**config.mk**
```make
export PLATFORM = sky130hd
export DESIGN_NAME = mcpu_core
export DESIGN_NICKNAME = d
export VERILOG_FILES = /design/src/rtl/mcpu_pkg.sv /design/src/rtl/mcpu_regfile.sv /design/src/rtl/mcpu_core.sv
export SDC_FILE = /design/constraint.sdc
export NUM_CORES = 1
export LEC_CHECK = 0
export CORE_ASPECT_RATIO = 1.5
export CORE_MARGIN = 10
export CORE_UTILIZATION = 59
export DETAILED_ROUTE_END_ITERATION = 8
export PLACE_DENSITY = 0.84
export SETUP_SLACK_MARGIN = 0.5
export SYNTH_ARGS = -nofsm -noshare
export SYNTH_HDL_FRONTEND = slang
export SYNTH_SLANG_ARGS = --single-unit
export TNS_END_PERCENT = 20
```
**constraint.sdc**
```tcl
create_clock -name Clk -period 4.3 [get_ports Clk]
set_input_delay 0.86 -clock Clk [delete_from_list [all_inputs] [get_ports Clk]]
set_output_delay 0.86 -clock Clk [all_outputs]
set_load 0.1 [all_outputs]
```
**src/rtl/mcpu_pkg.sv**
```systemverilog
// mcpu_pkg: shared constants and helpers for the mcpu_core slice.
//   - OP_*  : 2-bit opcodes of the load/store ISA.
//   - ST_*  : 3-bit FSM state encoding, also driven onto the debug LEDs.
//   - sext  : sign-extends the low w bits of a value to 64 bits; callers
//             slice the result down to DATA_W or PC_W.
package mcpu_pkg;

  localparam logic [1:0] OP_ADD = 2'b00;
  localparam logic [1:0] OP_LW  = 2'b01;
  localparam logic [1:0] OP_SW  = 2'b10;
  localparam logic [1:0] OP_JMP = 2'b11;

  localparam logic [2:0] ST_IDLE   = 3'd0;
  localparam logic [2:0] ST_FETCH  = 3'd1;
  localparam logic [2:0] ST_DECODE = 3'd2;
  localparam logic [2:0] ST_EXEC   = 3'd3;
  localparam logic [2:0] ST_MEM    = 3'd4;
  localparam logic [2:0] ST_WB     = 3'd5;

  // w is the width of the field held in the low bits of v (1..64).
  function automatic logic [63:0] sext(input logic [63:0] v, input int unsigned w);
    logic [63:0] mask;
    logic [5:0]  msb;
    msb  = 6'(w - 1);
    mask = ~64'd0 << w;
    if (v[msb]) sext = v | mask;
    else        sext = v & ~mask;
  endfunction

endpackage

```
**src/rtl/mcpu_regfile.sv**
```systemverilog
// mcpu_regfile: NREG x DATA_W register file.
// Ports:
//   Clk, Reset      - rising-edge clock, asynchronous active-high reset (clears all)
//   ra_a/ra_b       - read addresses; rd_a/rd_b are combinational read data
//   we, wa, wd      - synchronous write port
module mcpu_regfile
  import mcpu_pkg::*;
#(
  parameter int DATA_W = 8,
  parameter int REG_AW = 2
) (
  input  logic              Clk,
  input  logic              Reset,
  input  logic [REG_AW-1:0] ra_a,
  input  logic [REG_AW-1:0] ra_b,
  output logic [DATA_W-1:0] rd_a,
  output logic [DATA_W-1:0] rd_b,
  input  logic              we,
  input  logic [REG_AW-1:0] wa,
  input  logic [DATA_W-1:0] wd
);

  localparam int NREG = 2 ** REG_AW;

  logic [DATA_W-1:0] regs [NREG];

  always_ff @(posedge Clk or posedge Reset) begin
    if (Reset) begin
      for (int i = 0; i < NREG; i++) regs[i] <= '0;
    end else if (we) begin
      regs[wa] <= wd;
    end
  end

  assign rd_a = regs[ra_a];
  assign rd_b = regs[ra_b];

endmodule

```
**src/rtl/mcpu_core.sv**
```systemverilog
// mcpu_core: multi-cycle load/store CPU core (IDLE/FETCH/DECODE/EXEC/MEM/WB).
// Ports:
//   Clk, Reset            - rising-edge clock, asynchronous active-high reset
//   step_en               - starts the next instruction when in IDLE
//   imem_addr/imem_rdata  - instruction ROM (combinational read of pc)
//   dmem_*                - data RAM request/acknowledge interface
//   pc                    - current program counter
//   wb_valid/wb_reg/wb_data - register write-back observation
//   state_o, opcode_o     - debug view of FSM state and latched opcode
// Build option: define MCPU_BEQ_EN to turn op 11 into BEQ (branch only when
// R[rs] == R[rt]); otherwise op 11 is an unconditional JMP.
//
// Data-memory handshake: dmem_req is high exactly while in MEM; dmem_addr,
// dmem_we and dmem_wdata are held stable for the whole request. A request
// completes on the rising edge where dmem_ack = 1 (possibly the first MEM
// cycle); load data is taken from dmem_rdata on that edge. dmem_ack is
// ignored outside MEM. dmem_req is decoded from the state register, so
// Reset drops it without waiting for a clock edge.
module mcpu_core
  import mcpu_pkg::*;
#(
  parameter  int DATA_W  = 8,
  parameter  int REG_AW  = 2,
  parameter  int PC_W    = 8,
  localparam int INSTR_W = 2 + 3 * REG_AW
) (
  input  logic               Clk,
  input  logic               Reset,
  input  logic               step_en,
  output logic [PC_W-1:0]    imem_addr,
  input  logic [INSTR_W-1:0] imem_rdata,
  output logic               dmem_req,
  output logic               dmem_we,
  output logic [PC_W-1:0]    dmem_addr,
  output logic [DATA_W-1:0]  dmem_wdata,
  input  logic [DATA_W-1:0]  dmem_rdata,
  input  logic               dmem_ack,
  output logic [PC_W-1:0]    pc,
  output logic               wb_valid,
  output logic [REG_AW-1:0]  wb_reg,
  output logic [DATA_W-1:0]  wb_data,
  output logic [2:0]         state_o,
  output logic [1:0]         opcode_o
);

  logic [2:0]         state_q;
  logic [PC_W-1:0]    pc_q;
  logic [INSTR_W-1:0] instr_q;
  logic [DATA_W-1:0]  opa_q, opb_q, result_q;
  logic [PC_W-1:0]    addr_q;

  // Instruction fields
  logic [1:0]        op;
  logic [REG_AW-1:0] rs, rt, rd;
  assign op = instr_q[INSTR_W-1 -: 2];
  assign rs = instr_q[3*REG_AW-1 -: REG_AW];
  assign rt = instr_q[2*REG_AW-1 -: REG_AW];
  assign rd = instr_q[REG_AW-1:0];

  logic [63:0]       imm_ext;
  logic [DATA_W-1:0] addr_sum;
  logic [PC_W-1:0]   addr_pc, pc_plus1, jmp_target;
  logic              take_jump;

  assign imm_ext    = sext({{(64-REG_AW){1'b0}}, rd}, REG_AW);
  assign addr_sum   = opa_q + imm_ext[DATA_W-1:0];
  assign pc_plus1   = pc_q + PC_W'(1);
  assign jmp_target = pc_plus1 + imm_ext[PC_W-1:0];

  // Effective address is formed in DATA_W bits, then fitted to PC_W.
  if (PC_W > DATA_W) begin : g_addr_zext
    assign addr_pc = {{(PC_W-DATA_W){1'b0}}, addr_sum};
  end else begin : g_addr_trunc
    assign addr_pc = addr_sum[PC_W-1:0];
  end

  logic unused_bits;
  assign unused_bits = &{1'b0, imm_ext, addr_sum};

`ifdef MCPU_BEQ_EN
  assign take_jump = (opa_q == opb_q);
`else
  assign take_jump = 1'b1;
`endif

  // Register file
  logic [DATA_W-1:0] rf_a, rf_b;
  logic              rf_we;
  logic [REG_AW-1:0] rf_wa;

  assign rf_we = (state_q == ST_WB) && ((op == OP_ADD) || (op == OP_LW));
  assign rf_wa = (op == OP_LW) ? rt : rd;

  mcpu_regfile #(
    .DATA_W (DATA_W),
    .REG_AW (REG_AW)
  ) u_regfile (
    .Clk   (Clk),
    .Reset (Reset),
    .ra_a  (rs),
    .ra_b  (rt),
    .rd_a  (rf_a),
    .rd_b  (rf_b),
    .we    (rf_we),
    .wa    (rf_wa),
    .wd    (result_q)
  );

  // Sequencer
  always_ff @(posedge Clk or posedge Reset) begin
    if (Reset) begin
      state_q  <= ST_IDLE;
      pc_q     <= '0;
      instr_q  <= '0;
      opa_q    <= '0;
      opb_q    <= '0;
      result_q <= '0;
      addr_q   <= '0;
    end else begin
      case (state_q)
        ST_IDLE: begin
          if (step_en) state_q <= ST_FETCH;
        end
        ST_FETCH: begin
          instr_q <= imem_rdata;
          state_q <= ST_DECODE;
        end
        ST_DECODE: begin
          opa_q   <= rf_a;
          opb_q   <= rf_b;
          state_q <= ST_EXEC;
        end
        ST_EXEC: begin
          case (op)
            OP_ADD: begin
              result_q <= opa_q + opb_q;
              state_q  <= ST_WB;
            end
            OP_LW, OP_SW: begin
              addr_q  <= addr_pc;
              state_q <= ST_MEM;
            end
            default: state_q <= ST_WB;
          endcase
        end
        ST_MEM: begin
          if (dmem_ack) begin
            if (op == OP_LW) result_q <= dmem_rdata;
            state_q <= ST_WB;
          end
        end
        ST_WB: begin
          pc_q    <= ((op == OP_JMP) && take_jump) ? jmp_target : pc_plus1;
          state_q <= ST_IDLE;
        end
        default: state_q <= ST_IDLE;
      endcase
    end
  end

  assign imem_addr  = pc_q;
  assign pc         = pc_q;
  assign dmem_req   = (state_q == ST_MEM);
  assign dmem_we    = dmem_req && (op == OP_SW);
  assign dmem_addr  = addr_q;
  assign dmem_wdata = opb_q;
  assign wb_valid   = rf_we;
  assign wb_reg     = rf_wa;
  assign wb_data    = result_q;
  assign state_o    = state_q;
  assign opcode_o   = op;

endmodule

```
==> metrics.md, run 1 <==
| Metric | Value |
|---|---|
| Status | completed |
| Via count | approximately 3500 |
| CP startpoint | instr_q[7] |
| Remaining global-route overflow | 0 |
| Row count | 40 |
| Post-DP HPWL | ~8.7 mm |
| CP most frequent cell | inv_1 |
| Layout fillers | 534 |
| RSZ-0062 raised after global routing | false |
| Port bufs | 69 |
| Drt via density | between 5 and 6 |
| Synth Register Bits | 83 |
| Fmax | 0.285 GHz |
| Iteration-0 DRC Markers | between 200 and 250 |
| CP top delay family | buffers and inverters |
| Main combinational cell family by area after synthesis | multiplexers |
| Buf+Inv Stages, Crit Path | 3 |
| Mapped Area | roughly 5000 µm² |
| Initial Util | 0.608 |
| CTS Buf Count | 9 |
| Maxcap violations | 0 |
| Post-CTS Resized | 0 |
| Setup repair bufs after CTS | 0 |
| Tcrit/Tclk final | 0.815 |
| Detailed Route WL | between 10 and 15 mm |
| Hold buffers post-CTS | 0 |
| Clock skew | 0.00762 ns |
| Critical path capture point type | output pin |
| Reg clk slew, reported paths | about 0.06 ns |
| Worst hold path type | reg2reg |
| Cell variety after synth | between 50 and 60 |
| Critical path depth | 5 |
| Period minus WS final | approximately 3.5 ns |
| First-pass GRT wire length | roughly 19 mm |
| Mean Syn Cell Area | 11.7 µm² |
| P&R area growth vs syn | 21.8% |
| Layout cells sized above 1 | 0.231 |
| CP required | about 3.4 ns |
| Class of the most critical setup path | reg2out |
| Die Y-Extent | 131 µm |
| Clock tree buffer depth | 2 |
| CTS Sinks | slightly above 80 |
| XOR/XNOR Fraction of Synth Area | 0.0306 |
| Slew Limit Fails | 0 |
| Sequential share of the synthesized area | 0.427 |
| Io pins | 70 |
| Number of synthesized flops with an enable pin | 0 |
| Final hold viol count | 0 |
| Mapped Nets | 467 |
| CP cell instances | inv_1 > ha_1 > o21ai_2 > inv_1 > clkdlybuf4s50_1 |
| Root Buffer | clkbuf_16 |
| Reg-to-reg startpoint | imem_addr[0] |
| Die footprint | roughly 12000 µm² |
| Mux contribution to synthesized area | 0.212 |
| Die Width | around 94 µm |
| DR DRC count | 0 |
| Largest net degree at the start of global routing | 52 |
| Core Area | about 8000 µm² |
| Final setup violation count | 0 |
| Worst EP arrival | 2.65 ns |
| Cells after Synth | between 400 and 500 |
| FF-to-FF End | imem_addr[7] |
| Least-Margin Pin Slew | 1.01 ns |
| Reg-to-reg slack, setup | approximately 1.6 ns |
| Compound-Gate Fraction of Synth Area | 0.106 |
| CTS tree | yes |
| Rel. slew slack | 0.323 |
| Initial antenna violation count | 0 |
| CP Launch Type | flip-flop |
| Fin nets | between 500 and 600 |
| Antenna Nets Post-Route | 0 |
| Number of global-route vias before repair | roughly 3700 |
| DR WL/cell | 19.7 µm |
| Synthesized-area fraction occupied by adder cells | 0.0818 |
| Antenna cells | 0 |
| Worst-Skew Late Latency | approximately 0.34 ns |
| Setup TNS | 0 ns |
| Tot GR Track Use | 0.192 |
| 1st-pass router iterations | 4 |
| Top FF cell, synth | dfrtp_1 |
| Crit path capture | wb_valid |
| Async S/R FF share, synth | 1.00 |
| Worst-path maximum fanout | 5 |
| Simple-Gate Fraction of Synth Area | 0.102 |
| H-tree depth | 3 |
| Max incr delay on CP | between 0.9 and 1 ns |
| Cell count of the worst reg-to-reg path | 11 |
| RePlAce Congestion | between 0.9 and 1 |
| CP max-delay cell | clkdlybuf4s50_1 |
| Yosys Warn Count | 0 |
-- cell type report --
cell class	count	area (µm²)	area share
Sequential cell	83	2080	0.350
Inverter	18	68.8	0.0116
Tap cell	105	131	0.0222
Clock buffer	9	225	0.0380
Multi-Input combinational cell	293	2590	0.437
Timing Repair Buffer	74	718	0.121
Clock inverter	7	116	0.0196
-- cells in the mapped netlist (3+ instances only) --
cell type   n  area (µm²)
dfrtp_1    83        2080
mux2_2     51         574
nand2_1    30         113
o21ai_0    30         150
ha_1       27         338
a21oi_1    16        80.1
inv_1      16        60.1
mux4_2     16         360
nor2_1     15        56.3
buf_4      11        82.6
xnor2_1    10        87.6
nand3_1     8        40.0
xor2_1      7        61.3
buf_2       6        30.0
clkbuf_1    5        18.8
mux2i_1     5        50.1
nand2b_1    5        31.3
nor3_1      5        25.0
nor3b_1     5        37.5
o21a_1      5        37.5
a21o_1      4        30.0
nor3_4      4        65.1
and3_1      3        18.8
fa_1        3        60.1
nor2b_1     3        18.8
o22ai_1     3        18.8
-- cells in the final DEF (no fill, tap or decap), types with 4 or more instances in the layout --
cell,instances
dfrtp_1,83
nand3_1,8
nor3_1,5
xor2_1,7
o21a_1,5
a21oi_1,16
mux4_2,16
nand2_1,30
mux2_2,51
xnor2_1,10
nor3_4,4
clkdlybuf4s50_1,65
buf_4,9
a21o_1,4
mux2i_1,5
nor2_1,15
nand2b_1,5
ha_1,27
clkbuf_16,9
o21ai_0,30
inv_1,15
nor3b_1,4
-- tightest hold or removal path, delay by kind of cell, from the launching register on --
family / cells / cell delay (ns)
flops: 1 / 0.34
simple gates: 1 / 0.05
compound gates: 1 / 0.05
-- how the worst min path moves through the flow --
stage	start	to	slack (ns)	depth (start not counted)
2_1_floorplan	u_regfile.regs[13]	u_regfile.regs[13]	0.47	1
3_3_place_gp	dmem_addr[5]	dmem_addr[5]	0.47	2
3_5_place_dp	dmem_addr[4]	dmem_addr[4]	0.47	2
4_1_cts	dmem_addr[4]	dmem_addr[4]	0.48	2
5_1_grt	dmem_addr[1]	dmem_addr[1]	0.52	2
6_report	dmem_addr[4]	dmem_addr[4]	0.48	2
-- state kept, by name (all words and copies together), names as in the netlist --
signal	flops
opa_q	8
instr_q	8
u_regfile.regs	32
dmem_wdata	8
dmem_addr	8
imem_addr	8
wb_data	8
state_o	3
-- logic make-up (layout without fill, tap and decap cells) --
kind of cell             Yosys count  count (layout)
AO/OA/AOI/OAI                     81              81
XOR/XNOR                          17              17
adder cells (fa/ha/maj)           30              30
buffers and inverters             41             108
flip-flops                        83              83
multiplexers                      75              75
AND/OR/NAND/NOR                   90              90
-- metrics by stage --
step	hold WS, ns	worst slack [ns]	instance area [µm²]	instances	util
after global routing	0.517	0.702	5930	589	0.740
after detailed placement	0.468	1.16	5590	573	0.698
after CTS	0.481	0.789	5930	589	0.740
after global placement	0.466	1.21	5590	573	0.698
final	0.476	0.794	5930	589	0.740
after floorplan	0.470	0.706	4870	417	-
-- per-layer routing --
layer  vias up  GRT usage  wire length (µm)
met5         -          0                 0
met4         0     0.0780               223
met3        16     0.0331               559
met2        89      0.339              6360
met1      1751      0.216              4470
li1       1632          -                 -
Power of run 1 is not shown: default switching activity piles up to over one toggle a cycle in this logic, so the estimate is an artifact.
==> run 2, diff against run 1 <==
--- a/config.mk
+++ b/config.mk
@@ -7,9 +7,9 @@
 export LEC_CHECK = 0
 export CORE_ASPECT_RATIO = 1.5
 export CORE_MARGIN = 10
-export CORE_UTILIZATION = 59
+export CORE_UTILIZATION = 55
 export DETAILED_ROUTE_END_ITERATION = 8
-export PLACE_DENSITY = 0.84
+export PLACE_DENSITY = 0.79
 export SETUP_SLACK_MARGIN = 0.5
 export SYNTH_ARGS = -nofsm -noshare
 export SYNTH_HDL_FRONTEND = slang
==> constraint.sdc (replaced) <==
create_clock -name Clk -period 3.3 [get_ports Clk]
set_input_delay 0.66 -clock Clk [delete_from_list [all_inputs] [get_ports Clk]]
set_output_delay 0.66 -clock Clk [all_outputs]
set_load 0.1 [all_outputs]
==> metrics.md, run 2 (synthesized netlist as in run 1, its figures left out) <==
| Metric | Value |
|---|---|
| First-pass GRT wire length | 18.5 mm |
| Initial Util | 0.558 |
| Final hold viol count | 0 |
| Slew Limit Fails | 0 |
| Class of the most critical setup path | reg2reg |
| Worst-path maximum fanout | 8 |
| Row count | 42 |
| Status | completed |
| DR DRC count | 0 |
| Least-Margin Pin Slew | between 0.6 and 0.7 ns |
| Rel. slew slack | 0.537 |
| Io pins | 70 |
| Layout cells sized above 1 | 0.338 |
| Post-DP HPWL | 8.59 mm |
| Port bufs | 69 |
| Fin nets | roughly 530 |
| Commonest non-fill, non-tap cell in the layout | dfrtp_1 |
| Remaining global-route overflow | 0 |
| P&R area growth vs syn | 19.2% |
| DR WL/cell | roughly 19 µm |
| Critical path capture point type | flip-flop |
| CP Launch Type | flip-flop |
| Layout fillers | slightly below 700 |
| Max reg flops | 32 |
| Max incr delay on CP | around 0.45 ns |
| Commonest cells after routing, fill and taps aside | dfrtp_1 (77), mux2_2 (51), buf_4 (51), nand2_1 (30), o21ai_0 (30) |
| Worst hold path type | reg2reg |
| Setup TNS | 0 ns |
| RePlAce Congestion | 0.818 |
| Tot GR Track Use | 0.174 |
| H-tree depth | 3 |
| CTS Buf Count | 9 |
| Die Width | 96.8 µm |
| Final setup violation count | 0 |
| Root Buffer | clkbuf_16 |
| Tcrit/Tclk final | 0.813 |
| Final setup margin | approximately 0.6 ns |
| 1st-pass router iterations | 5 |
| CP required | about 3.6 ns |
| CTS Sinks | slightly above 80 |
| Antenna Nets Post-Route | 0 |
| Largest net degree at the start of global routing | 84 |
| CTS tree | yes |
| Drt via density | 5.82 |
| Worst-Skew Late Latency | around 0.34 ns |
| Hold_ws | about 0.49 ns |
| Period minus WS final | 2.68 ns |
| Maxcap violations | 0 |
| Antenna cells | 0 |
| Placed Area | between 5000 and 6000 µm² |
| Initial antenna violation count | 0 |
| Hold buffers post-CTS | 0 |
| Die footprint | roughly 13000 µm² |
| CP most frequent cell | ha_1 |
| CP cell instances | ha_1 > and3_1 > xor2_1 > ha_1 > a21o_2 > a211oi_4 > mux2i_1 > or3_1 > nand3_1 > xnor2_1 |
| Number of global-route vias before repair | 3652 |
| Core Area | roughly 8700 µm² |
| Largest Register | u_regfile.regs |
| Reg-to-reg slack, setup | 0.62 ns |
| CP max-delay cell | dfrtp_2 |
| RSZ-0062 raised after global routing | false |
| Die Y-Extent | 135 µm |
| Clock tree buffer depth | 2 |
| Setup WS pre-CTS | between 0.6 and 0.7 ns |
| Via count | approximately 3400 |
| Fmax | 0.373 GHz |
| Clock skew | roughly 0.0067 ns |
| Reg clk slew, reported paths | 0.06 ns |
| Detailed Route WL | around 11 mm |
| Iteration-0 DRC Markers | ~170 |
| Final instance area | about 5800 µm² |
| Worst EP arrival | 2.94 ns |
-- run 2: cell count changes in the layout (fill, tap and decap cells not counted), sizes merged --
| cell | before | now |
|---|---|---|
| bufinv | 3 | 0 |
| clkdlybuf4s50 | 65 | 19 |
| clkinvlp | 1 | 2 |
| buf | 9 | 54 |
| clkinv | 4 | 3 |
| clkbuf | 9 | 11 |
-- run 2: layout make-up --
cell class / instances / area (µm²) / share of cell area
timing repair buffer: 73 / 633 / 0.109
clock buffer: 11 / 253 / 0.0436
clock inverter: 4 / 26.3 / 0.00453
inverter: 18 / 71.3 / 0.0123
tap: 110 / 138 / 0.0237
sequential: 83 / 2080 / 0.360
multi-input combinational: 293 / 2590 / 0.447
-- run 2: final timing paths --
| kind | startpoint | endpoint | depth (start not counted) |
|---|---|---|---|
| setup / recovery | imem_addr[0] | imem_addr[7] | 10 |
| hold / removal | dmem_addr[4] | dmem_addr[4] | 2 |
| setup reg to reg | imem_addr[0] | imem_addr[7] | 10 |
| hold reg to reg | dmem_addr[4] | dmem_addr[4] | 2 |
| max in group asynchronous | Reset | imem_addr[1] | 3 |
| min in group asynchronous | Reset | instr_q[6] | 3 |
-- run 2: repair_timing --
item	4_1_cts	5_1_grt
resized for setup	1	0
endpoints found under the setup margin	1	0
buffers inserted	0	0
-- run 2: worst max-delay path: cells and delay by family, from the launching register on --
family | cells | cell delay [ns]
AOI/OAI and AO/OA | 2 | 0.50
xor gates and xnor gates | 2 | 0.29
adders and majority gates | 2 | 0.59
DFF | 1 | 0.45
muxes | 1 | 0.13
and+or+nand+nor | 3 | 0.64
-- run 2: through the flow --
stage | utilization | instances
after floorplan | - | 417
after global placement | 0.633 | 577
after detailed placement | 0.633 | 577
after CTS | 0.665 | 592
after global routing | 0.665 | 592
final | 0.665 | 592
-- run 2: layer usage --
metal | vias up | GRT usage | share of wire
met2 | 75 | 0.331 | 0.56
met4 | 0 | 0.0625 | 0.017
met1 | 1727 | 0.180 | 0.39
met3 | 20 | 0.0409 | 0.030
met5 | - | 0 | 0
li1 | 1623 | - | -
Power of run 2 is left out for the same reason.
==> run 3, diff against run 2 <==
==> constraint.sdc (replaced) <==
create_clock -name Clk -period 2.6 [get_ports Clk]
set_input_delay 0.52 -clock Clk [delete_from_list [all_inputs] [get_ports Clk]]
set_output_delay 0.52 -clock Clk [all_outputs]
set_load 0.1 [all_outputs]
==> metrics.md, run 3 (synthesized netlist as in run 1, its figures left out) <==
| Metric | Value |
|---|---|
| Largest net degree at the start of global routing | 42 |
| DR WL/cell | around 20 µm |
| Tcrit/Tclk final | 0.972 |
| Number of global-route vias before repair | around 4000 |
| Final instance area | roughly 6300 µm² |
| Initial antenna violation count | 0 |
| Hold_ws | 0.480 ns |
| Root Buffer | clkbuf_16 |
| CP cell instances | ha_4 > and3_4 > xor2_1 > ha_1 > and3_4 > a211oi_4 > mux2i_1 > or3_1 > nand3_2 > xnor2_1 |
| CTS Sinks | 83 |
| Max incr delay on CP | 0.50 ns |
| Iteration-0 DRC Markers | between 150 and 200 |
| CP Launch Type | flip-flop |
| Commonest non-fill, non-tap cell in the layout | buf_4 |
| Row count | 42 |
| Fin nets | between 500 and 600 |
| Antenna cells | 0 |
| CP most frequent cell | and3_4 |
| DR DRC count | 0 |
| First-pass GRT wire length | about 20 mm |
| Setup TNS | 0 ns |
| Layout cells sized above 1 | 0.417 |
| Maxcap violations | 0 |
| Clock tree buffer depth | 2 |
| CP max-delay cell | dfrtp_4 |
| Detailed Route WL | between 10 and 15 mm |
| Post-DP HPWL | between 8 and 9 mm |
| P&R area growth vs syn | 28.5% |
| Die Y-Extent | approximately 140 µm |
| Hold buffers post-CTS | 0 |
| Die Width | 96.8 µm |
| Critical path capture point type | flip-flop |
| Status | completed |
| Worst-Skew Late Latency | 0.34 ns |
| Final hold viol count | 0 |
| Worst hold path type | reg2reg |
| Least-Margin Pin Slew | between 0.6 and 0.7 ns |
| Placed Area | ~5700 µm² |
| Commonest cells after routing, fill and taps aside | buf_4 (80), dfrtp_1 (76), mux2_2 (51), nand2_1 (30), o21ai_0 (26) |
| Die footprint | 13100 µm² |
| Largest Register | u_regfile.regs |
| Core Area | between 8000 and 9000 µm² |
| Period minus WS final | 2.53 ns |
| Port bufs | slightly below 70 |
| Antenna Nets Post-Route | 0 |
| CTS Buf Count | 9 |
| Initial Util | 0.558 |
| Worst EP arrival | ~2.8 ns |
| 1st-pass router iterations | 4 |
| Clock skew | ~0.01 ns |
| H-tree depth | 3 |
| Reg clk slew, reported paths | approximately 0.070 ns |
| Via count | ~3700 |
| Class of the most critical setup path | reg2reg |
| Remaining global-route overflow | 0 |
| Max reg flops | 32 |
| RSZ-0062 raised after global routing | true |
| Fmax | 0.396 GHz |
| CTS tree | yes |
| Io pins | 70 |
| Worst-path maximum fanout | 4 |
| RePlAce Congestion | 0.856 |
| CP required | ~2.9 ns |
| Drt via density | about 6 |
| Final setup violation count | 0 |
| Rel. slew slack | 0.582 |
| Tot GR Track Use | 0.192 |
| Slew Limit Fails | 0 |
-- run 3: changes by cell type in the layout (fill, tap and decap cells not counted), moves of 3 or more --
cell	change
o21ai_1	+3
buf_4	+29
buf_12	+3
ha_1	-4
dfrtp_4	+3
o21ai_0	-4
ha_4	+3
-- run 3: worst paths after layout --
check                                  start  slack [ns]                  to  depth (start not counted)
worst max-delay path            imem_addr[0]        0.07        imem_addr[7]                         10
max in group asynchronous              Reset        1.38  u_regfile.regs[23]                          3
worst min-delay path            dmem_addr[4]        0.48        dmem_addr[4]                          2
min in group asynchronous              Reset        0.60          instr_q[2]                          2
worst max register to register  imem_addr[0]        0.07        imem_addr[7]                         10
worst min register to register  dmem_addr[4]        0.48        dmem_addr[4]                          2
-- run 3: metrics by stage --
stage,setup slack [ns],util,instances
3_3_place_gp,0.0747,0.650,586
4_1_cts,0.0887,0.711,623
3_5_place_dp,0.0676,0.650,586
5_1_grt,-0.00947,0.717,625
2_1_floorplan,-0.0622,-,417
6_report,0.0733,0.717,625
-- run 3: layout make-up --
class	instances	area (µm²)
Tap cell	110	138
Multi-Input combinational cell	293	2700
Fill cell	619	2470
Clock inverter	5	85.1
Sequential cell	83	2090
Clock buffer	11	253
Inverter	18	71.3
Timing Repair Buffer	105	911
-- run 3: routing by layer --
| metal | GRT usage | routed length (µm) |
|---|---|---|
| met1 | 0.199 | 4790 |
| met2 | 0.359 | 6870 |
| met3 | 0.0383 | 558 |
| met4 | 0.0946 | 296 |
| met5 | 0 | 0 |
-- run 3: worst max-delay path: cells and delay by family (launching register included) --
kind | cells | cell delay (ns)
xor+xnor | 2 | 0.25
fa+ha+maj | 2 | 0.52
flops | 1 | 0.50
simple gates | 4 | 0.79
compound gates | 1 | 0.27
mux | 1 | 0.12
-- run 3: repair_timing --
action                                 CTS  global route
setup endpoints to repair               43            32
setup buffers                           21             2
pin swaps                                7             3
resized for setup                       11            10
endpoints found under the hold margin    0             0
Power of run 3 is left out for the same reason.
